### config.mk
export PLATFORM = sky130hd
export DESIGN_NAME = sys_cmd_ctrl
export DESIGN_NICKNAME = d
export VERILOG_FILES = /design/src/rtl/sys_cmd_ctrl.sv
export SDC_FILE = /design/constraint.sdc
export NUM_CORES = 1
export LEC_CHECK = 0
export ABC_AREA = 1
export BUFFER_PORTS_ARGS = -buffer_cell sky130_fd_sc_hd__buf_2
export CAP_MARGIN = 20
export CORE_MARGIN = 2
export CORE_UTILIZATION = 43
export DETAILED_ROUTE_END_ITERATION = 10
export HOLD_SLACK_MARGIN = 0.05
export PLACE_DENSITY = 0.69
export SLEW_MARGIN = 20
export SYNTH_ARGS = -nofsm -noshare
export SYNTH_HDL_FRONTEND = slang
export SYNTH_SLANG_ARGS = --single-unit
### constraint.sdc
create_clock -name clk -period 2.3 [get_ports clk]
set_input_delay 0.345 -clock clk [delete_from_list [all_inputs] [get_ports clk]]
set_output_delay 0.345 -clock clk [all_outputs]
set_load 0.01 [all_outputs]
### src/rtl/sys_cmd_ctrl.sv
// sys_cmd_ctrl: decodes command frames from the UART receiver into
// register-file writes and reads and ALU operations, and queues the
// replies into the TX FIFO.
module sys_cmd_ctrl #(
    parameter int DATA_W = 8,
    parameter int ADDR_W = 4
) (
    input  logic                  clk,
    input  logic                  rst,
    input  logic [DATA_W-1:0]     rx_p_data,
    input  logic                  rx_d_valid,
    output logic [ADDR_W-1:0]     rf_addr,
    output logic [DATA_W-1:0]     rf_wr_data,
    output logic                  rf_wr_en,
    output logic                  rf_rd_en,
    input  logic [DATA_W-1:0]     rf_rd_data,
    input  logic                  rf_rd_valid,
    output logic [3:0]            alu_fun,
    output logic                  alu_en,
    input  logic [2*DATA_W-1:0]   alu_out,
    input  logic                  alu_out_valid,
    output logic                  clk_gate_en,
    output logic [DATA_W-1:0]     fifo_wr_data,
    output logic                  fifo_wr_inc,
    input  logic                  fifo_full,
    output logic                  cmd_error
);

    localparam logic [DATA_W-1:0] CMD_WR  = DATA_W'(8'hAA);
    localparam logic [DATA_W-1:0] CMD_RD  = DATA_W'(8'hBB);
    localparam logic [DATA_W-1:0] CMD_ALU = DATA_W'(8'hCC);
    localparam logic [DATA_W-1:0] CMD_FUN = DATA_W'(8'hDD);

    typedef enum logic [3:0] {
        IDLE, WR_ADDR, WR_DATA, RD_ADDR, RD_WAIT,
        ALU_A, ALU_B, ALU_FUN, ALU_WAIT, SEND_LO, SEND_HI
    } state_t;

    state_t              state_q, state_d;
    logic [ADDR_W-1:0]   rf_addr_q, rf_addr_d;
    logic [DATA_W-1:0]   rf_wr_data_q, rf_wr_data_d;
    logic                rf_wr_en_q, rf_wr_en_d;
    logic                rf_rd_en_q, rf_rd_en_d;
    logic [3:0]          alu_fun_q, alu_fun_d;
    logic                alu_en_q, alu_en_d;
    logic                cmd_error_q, cmd_error_d;
    logic [2*DATA_W-1:0] res_q, res_d;   // reply payload (read byte or ALU result)
    logic                two_q, two_d;   // reply carries a high byte as well

    // State and registered-output update
    always_ff @(posedge clk or negedge rst) begin
        if (!rst) begin
            state_q      <= IDLE;
            rf_addr_q    <= '0;
            rf_wr_data_q <= '0;
            rf_wr_en_q   <= 1'b0;
            rf_rd_en_q   <= 1'b0;
            alu_fun_q    <= '0;
            alu_en_q     <= 1'b0;
            cmd_error_q  <= 1'b0;
            res_q        <= '0;
            two_q        <= 1'b0;
        end else begin
            state_q      <= state_d;
            rf_addr_q    <= rf_addr_d;
            rf_wr_data_q <= rf_wr_data_d;
            rf_wr_en_q   <= rf_wr_en_d;
            rf_rd_en_q   <= rf_rd_en_d;
            alu_fun_q    <= alu_fun_d;
            alu_en_q     <= alu_en_d;
            cmd_error_q  <= cmd_error_d;
            res_q        <= res_d;
            two_q        <= two_d;
        end
    end

    // Frame decode: next state, latched fields and next-cycle strobes
    always_comb begin
        state_d      = state_q;
        rf_addr_d    = rf_addr_q;
        rf_wr_data_d = rf_wr_data_q;
        rf_wr_en_d   = 1'b0;
        rf_rd_en_d   = 1'b0;
        alu_fun_d    = alu_fun_q;
        alu_en_d     = 1'b0;
        cmd_error_d  = 1'b0;
        res_d        = res_q;
        two_d        = two_q;
        case (state_q)
            IDLE: if (rx_d_valid) begin
                if      (rx_p_data == CMD_WR)  state_d = WR_ADDR;
                else if (rx_p_data == CMD_RD)  state_d = RD_ADDR;
                else if (rx_p_data == CMD_ALU) state_d = ALU_A;
                else if (rx_p_data == CMD_FUN) state_d = ALU_FUN;
                else                           cmd_error_d = 1'b1;
            end
            WR_ADDR: if (rx_d_valid) begin
                rf_addr_d = rx_p_data[ADDR_W-1:0];
                state_d   = WR_DATA;
            end
            WR_DATA: if (rx_d_valid) begin
                rf_wr_data_d = rx_p_data;
                rf_wr_en_d   = 1'b1;
                state_d      = IDLE;
            end
            RD_ADDR: if (rx_d_valid) begin
                rf_addr_d  = rx_p_data[ADDR_W-1:0];
                rf_rd_en_d = 1'b1;
                state_d    = RD_WAIT;
            end
            RD_WAIT: if (rf_rd_valid) begin
                res_d   = {{DATA_W{1'b0}}, rf_rd_data};
                two_d   = 1'b0;
                state_d = SEND_LO;
            end
            ALU_A: if (rx_d_valid) begin
                rf_addr_d    = '0;
                rf_wr_data_d = rx_p_data;
                rf_wr_en_d   = 1'b1;
                state_d      = ALU_B;
            end
            ALU_B: if (rx_d_valid) begin
                rf_addr_d    = ADDR_W'(1);
                rf_wr_data_d = rx_p_data;
                rf_wr_en_d   = 1'b1;
                state_d      = ALU_FUN;
            end
            ALU_FUN: if (rx_d_valid) begin
                alu_fun_d = rx_p_data[3:0];
                alu_en_d  = 1'b1;
                state_d   = ALU_WAIT;
            end
            ALU_WAIT: if (alu_out_valid) begin
                res_d   = alu_out;
                two_d   = 1'b1;
                state_d = SEND_LO;
            end
            SEND_LO: if (!fifo_full) state_d = two_q ? SEND_HI : IDLE;
            SEND_HI: if (!fifo_full) state_d = IDLE;
            default: state_d = IDLE;
        endcase
    end

    assign rf_addr     = rf_addr_q;
    assign rf_wr_data  = rf_wr_data_q;
    assign rf_wr_en    = rf_wr_en_q;
    assign rf_rd_en    = rf_rd_en_q;
    assign alu_fun     = alu_fun_q;
    assign alu_en      = alu_en_q;
    assign cmd_error   = cmd_error_q;
    assign clk_gate_en = (state_q == ALU_FUN) || (state_q == ALU_WAIT);

    // The FIFO push is qualified with the live full flag so a write can
    // never land on a full FIFO; the byte stays parked in res_q meanwhile.
    assign fifo_wr_inc  = ((state_q == SEND_LO) || (state_q == SEND_HI)) && !fifo_full;
    assign fifo_wr_data = (state_q == SEND_HI) ? res_q[2*DATA_W-1:DATA_W] : res_q[DATA_W-1:0];

endmodule

==> results.json, run 1 <==
{
  "status": "complete, no violations",
  "async_reset_ff_share_pct": 100,
  "dp_hpwl_microns": 3900,
  "drc": 0,
  "syn_inst": 272,
  "worstSetupPathType": "register to primary output",
  "critPathArrivalTime_ns": 1.61,
  "wl_per_cell_microns": 12.3,
  "clock_latency_ns": 0.29,
  "ir_drop_mv": 0.612,
  "port_buffers": 67,
  "synth_cell_type_count": 25,
  "netlist_area_sq_mm": 0.00219,
  "grt_pass1_wl_microns": 8140,
  "setup-violations-final": 0,
  "grt_max_degree": 25,
  "pre_cts_ws_ns": 0.445,
  "cts.sinks": 41,
  "dr.pass1.iters": 4,
  "hold_depth": 3,
  "maxCapViolCount": 0,
  "io_pins": 68,
  "final_nets": 378,
  "antenna_found_initial": 0,
  "std_cell_rows": 25,
  "grt_overflow_total": 0,
  "clock_path_buffers": 2,
  "synth-edff-count": 0,
  "ys_ff_latch": 41,
  "max_freq_mhz": 511,
  "die_x_microns": 75.3,
  "rsz0062_at_grt": "no",
  "yosys_warnings": 0,
  "cts.reportedPaths.clkPinSlew_ns": 0.08,
  "r2r.worst_path.cells": 7,
  "grt_pass1_vias": 1789,
  "grt_usage_pct": 18.6,
  "n_antenna_cell": 0,
  "end_kind": "primary output",
  "p_leak_nw": 1.43,
  "slowest_stage": "dfrtp_1",
  "drt_iter0_markers": 114,
  "yosys.area.top_type_share_pct": 46.9,
  "cp.required_ns": 1.96,
  "power_per_cell_area_mw_per_mm2": 1220,
  "dieHeight_microns": 75.3,
  "period_minus_slack_ns": 1.96,
  "vias_per_cell": 4.81,
  "final_antenna_net_count": 0,
  "synthTopCellsByArea": "dfrtp_1 (47%), nand2_1 (13%), o21ai_0 (5.9%), nand3_1 (4.3%), inv_1 (3.8%)",
  "cts.repair.resized": 0,
  "synth_top_area_cell": "dfrtp_1",
  "hold_start": "alu_out[8]",
  "cp_max_fo": 18,
  "die_area_sq_mm": 0.00567,
  "synth_ff_type": "dfrtp_1",
  "drive_gt1_share_pct": 34.1,
  "postSynthAreaPerCell_sq_um": 8.04,
  "setup_slack_ns": 0.342,
  "drt-total-wl_microns": 5010,
  "gp_congestion": 0.826,
  "syn2layout_area_growth_pct": 22.2,
  "cts_tree": "built",
  "tightestPinTransition_ns": 0.517,
  "synth_seq_area_share_pct": 46.9,
  "core_region_area_sq_mm": 0.00482,
  "critPathLaunchType": "register",
  "period_share_pct": 85.1,
  "synth_nets": 310,
  "drv_slew": 0,
  "finClkSkew_ns": 0.00401,
  "synth_most_common_cell": "nand2_1",
  "path_cells": "inv_2 -> nor2_4 -> nand2_4 -> o21ai_0 -> buf_2",
  "htreeDepth": 2,
  "reg2reg_from": "state_q[2]",
  "route.vias.total": 1959,
  "startpoint": "state_q[1]",
  "numCtsBuffers": 5,
  "max_stage_delay_ns": 0.52,
  "relSlewSlack_pct": 65.4,
  "hp-class": "input port to register",
  "cts_root_buf": "clkbuf_8",
  "tns_ns": 0,
  "finalHoldViolCount": 0,
  "start_util_pct": 45.4,
  "synth_common_cells": "nand2_1 (78), dfrtp_1 (41), o21ai_0 (26), inv_1 (22), nand3_1 (19)"
}
stage by stage:
step / cells / utilization [%] / hold slack [ns] / total power, mW / area, sq um
floorplan: 272 / - / 0.0494 / 2.31 / 2190
global placement: 399 / 53.1 / 0.261 / 2.70 / 2560
detailed placement: 399 / 53.1 / 0.258 / 2.73 / 2560
CTS: 407 / 55.5 / 0.297 / 3.29 / 2670
global route: 407 / 55.5 / 0.312 / 3.56 / 2670
finish: 407 / 55.5 / 0.297 / 3.27 / 2670
placed cells by master (no fill, tap or decap), types with 4 or more instances in the layout:
cell type	count
inv_1	22
or2_2	8
nor2_4	4
nor2_2	5
clkbuf_8	5
dfrtp_1	41
o211ai_1	8
nand3_1	19
o21ai_2	8
nand2_1	78
nor2_1	17
nand2_2	5
o21ai_1	8
o21ai_0	26
inv_2	4
buf_2	67
per-layer routing:
| layer | wire length (microns) | vias up | GRT usage [%] |
|---|---|---|---|
| li1 | - | 1017 | - |
| met1 | 2400 | 891 | 26.6 |
| met2 | 2340 | 45 | 29.2 |
| met3 | 237 | 6 | 3.70 |
| met4 | 31 | 0 | 4.87 |
| met5 | 0 | - | 0 |
kinds of logic after synthesis:
group                  after synthesis  synth area share, %
AO/OA/AOI/OAI                       54                 15.3
buffers and inverters               36                 7.61
flip-flops                          41                 46.9
AND/OR/NAND/NOR                    141                 30.2
power by group:
group | leakage, nW | switching (mW) | internal (mW)
combinational | 0.851 | 0.953 | 0.559
sequential | 0.530 | 0.184 | 1.01
clock | 0.0540 | 0.249 | 0.316
total | 1.43 | 1.39 | 1.89
critical path, delay by kind of cell, from the launching register on:
family | cells | cell delay, ns
flip-flops | 1 | 0.52
AND/OR/NAND/NOR | 2 | 0.33
buffers and inverters | 2 | 0.27
AO/OA/AOI/OAI | 1 | 0.19
flip-flops by register name (all words and copies together), names as in the netlist:
register and cells:
alu_en 1, alu_fun 4, cmd_error 1, res_q 16
rf_addr 4, rf_rd_en 1, rf_wr_data 8, rf_wr_en 1
state_q 4, two_q 1
worst paths after layout:
path | endpoint | slack [ns]
worst max-delay path | fifo_wr_data[0] | 0.34
worst min-delay path | res_q[8] | 0.30
worst max register to register | res_q[15] | 0.39
worst min register to register | alu_fun[1] | 0.48
max in group asynchronous | res_q[12] | 1.29
min in group asynchronous | rf_wr_data[7] | 0.47
final cells by class:
cell class / count / area [sq um]
Sequential cell: 41 / 1030
Inverter: 27 / 104
Fill cell: 503 / 2140
Clock buffer: 5 / 68.8
Tap cell: 67 / 83.8
Timing Repair Buffer: 70 / 360
Multi-Input combinational cell: 195 / 995
Clock inverter: 2 / 35.0
repair_timing:
item / in CTS / in global routing
hold buffers: 1 / 0
setup buffers: 0 / 0
hold endpoints to repair: 12 / 0
Note: power is estimated with default switching activity, not from simulation.
==> run 2: changes to the inputs <==
--- a/config.mk
+++ b/config.mk
@@ -8,11 +8,13 @@
 export ABC_AREA = 1
 export BUFFER_PORTS_ARGS = -buffer_cell sky130_fd_sc_hd__buf_2
 export CAP_MARGIN = 20
+export CELL_PAD_IN_SITES_DETAIL_PLACEMENT = 0
+export CELL_PAD_IN_SITES_GLOBAL_PLACEMENT = 1
 export CORE_MARGIN = 2
-export CORE_UTILIZATION = 43
+export CORE_UTILIZATION = 39
 export DETAILED_ROUTE_END_ITERATION = 10
 export HOLD_SLACK_MARGIN = 0.05
-export PLACE_DENSITY = 0.69
+export PLACE_DENSITY_LB_ADDON = 0.1
 export SLEW_MARGIN = 20
 export SYNTH_ARGS = -nofsm -noshare
 export SYNTH_HDL_FRONTEND = slang
==> results.json, run 2 (synthesis gave the netlist of run 1 again) <==
{
  "dp_hpwl_microns": 3940,
  "worst_path_dominant_cell_family": "flip-flops",
  "r2r_end": "res_q[1]",
  "max_freq_mhz": 485,
  "drc": 0,
  "grt_max_degree": 27,
  "r2r.worst_path.cells": 7,
  "maxCapViolCount": 0,
  "setup-violations-final": 0,
  "largest_reg_flops": 16,
  "setup_slack_ns": 0.238,
  "final_core_util_pct": 49.4,
  "startpoint": "state_q[1]",
  "tns_ns": 0,
  "die_x_microns": 78.9,
  "dr.pass1.iters": 4,
  "port_buffers": 67,
  "power_per_cell_area_mw_per_mm2": 1250,
  "fill_cells": 569,
  "hp-class": "input port to register",
  "n_antenna_cell": 0,
  "pre_cts_ws_ns": 0.394,
  "ir_drop_mv": 0.676,
  "grt_overflow_total": 0,
  "slowest_stage": "dfrtp_1",
  "final_antenna_net_count": 0,
  "cts_root_buf": "clkbuf_8",
  "grt_usage_pct": 17.5,
  "end_kind": "primary output",
  "io_pins": 68,
  "regMostFlops": "res_q",
  "final_nets": 377,
  "rrSetupSlack_ns": 0.39,
  "worstSetupPathType": "register to primary output",
  "reg2reg_from": "state_q[2]",
  "clock_latency_ns": 0.29,
  "grt_pass1_wl_microns": 8530,
  "rsz0062_at_grt": "no",
  "std_cell_rows": 27,
  "gp_congestion": 0.754,
  "cts_tree": "built",
  "wl_per_cell_microns": 12.4,
  "drv_slew": 0,
  "cts.reportedPaths.clkPinSlew_ns": 0.08,
  "drt_iter0_markers": 122,
  "critPathArrivalTime_ns": 1.72,
  "drive_gt1_share_pct": 34.1,
  "cts.sinks": 41,
  "start_util_pct": 40.0,
  "period_minus_slack_ns": 2.06,
  "critPathBufInv": 2,
  "relSlewSlack_pct": 65.8,
  "numCtsBuffers": 5,
  "critPathLaunchType": "register",
  "p_leak_nw": 1.44,
  "post_cts.repair.setup_buffers": 0,
  "final_cell_area_sq_mm": 0.00271,
  "max_stage_delay_ns": 0.51,
  "crit_cells": 5,
  "clock_path_buffers": 2,
  "cp.required_ns": 1.96,
  "core_region_area_sq_mm": 0.00547,
  "finalHoldViolCount": 0,
  "place_area_sq_mm": 0.00256,
  "dieHeight_microns": 78.9,
  "grt_pass1_vias": 1824,
  "path_cells": "inv_2 -> nor2_4 -> nand2_4 -> o21ai_0 -> buf_2",
  "status": "complete, no violations",
  "route.vias.total": 1933,
  "final_common_cell": "nand2_1",
  "finClkSkew_ns": 0.00300,
  "vias_per_cell": 4.69,
  "antenna_found_initial": 0,
  "syn2layout_area_growth_pct": 23.7,
  "tightestPinTransition_ns": 0.512,
  "period_share_pct": 89.7,
  "drt-total-wl_microns": 5110,
  "worstSetupEndpoint": "fifo_wr_data[0]",
  "layout_common_cells": "nand2_1 (78), buf_2 (67), dfrtp_1 (41)",
  "htreeDepth": 2,
  "die_area_sq_mm": 0.00622,
  "cp_max_fo": 18
}
==> run 2: changes by cell type in the layout (fill, tap and decap cells not counted), sizes merged <==
cell    delta
buf        -1
bufinv     +1
clkinv     -1
inv        +1
==> run 2: area by class of cell <==
class	instances	area (sq um)	area share, %
clock buffer	5	68.8	2.54
clock inverter	3	68.8	2.54
inverter	27	104	3.84
multi-input combinational	195	995	36.8
sequential	41	1030	37.9
tap	72	90.1	3.33
timing repair buffer	69	353	13.0
==> run 2: repair_timing <==
action / 4_1_cts / 5_1_grt
hold buffers: 1 / 0
gates resized for setup: 0 / 0
endpoints found under the hold margin: 15 / 0
==> run 2: metrics by stage <==
stage / cells / total power, mW / hold WS, ns
2_1_floorplan: 272 / 2.31 / 0.0494
3_3_place_gp: 403 / 2.71 / 0.277
3_5_place_dp: 403 / 2.72 / 0.272
4_1_cts: 412 / 3.43 / 0.286
5_1_grt: 412 / 3.67 / 0.303
6_report: 412 / 3.38 / 0.289
==> run 2: routing by layer <==
layer | vias up | wire length, microns | global-route usage (%)
li1 | 1014 | - | -
met1 | 872 | 2380 | 23.5
met2 | 40 | 2440 | 29.1
met3 | 7 | 223 | 2.84
met4 | 0 | 59 | 5.69
met5 | - | 0 | 0
==> run 2: how the worst min path moves through the flow <==
stage            endpoint        start  cells past startpoint
3_3_place_gp   alu_fun[2]          rst                      1
2_1_floorplan      alu_en          rst                      0
5_1_grt         res_q[11]  alu_out[11]                      3
6_report        res_q[15]  alu_out[15]                      3
4_1_cts          res_q[8]   alu_out[8]                      3
3_5_place_dp   alu_fun[2]          rst                      1
==> run 2: worst register-to-register path, delay by kind of cell (launching register included) <==
| kind | cells | cell delay (ns) |
|---|---|---|
| simple gates | 5 | 1.02 |
| buf+inv | 1 | 0.20 |
| flops | 1 | 0.46 |
| compound gates | 1 | 0.17 |
==> run 2: power breakdown <==
part           total [mW]  internal (mW)  switching (mW)
combinational        1.50          0.558           0.942
clock               0.691          0.437           0.254
sequential           1.19           1.01           0.177
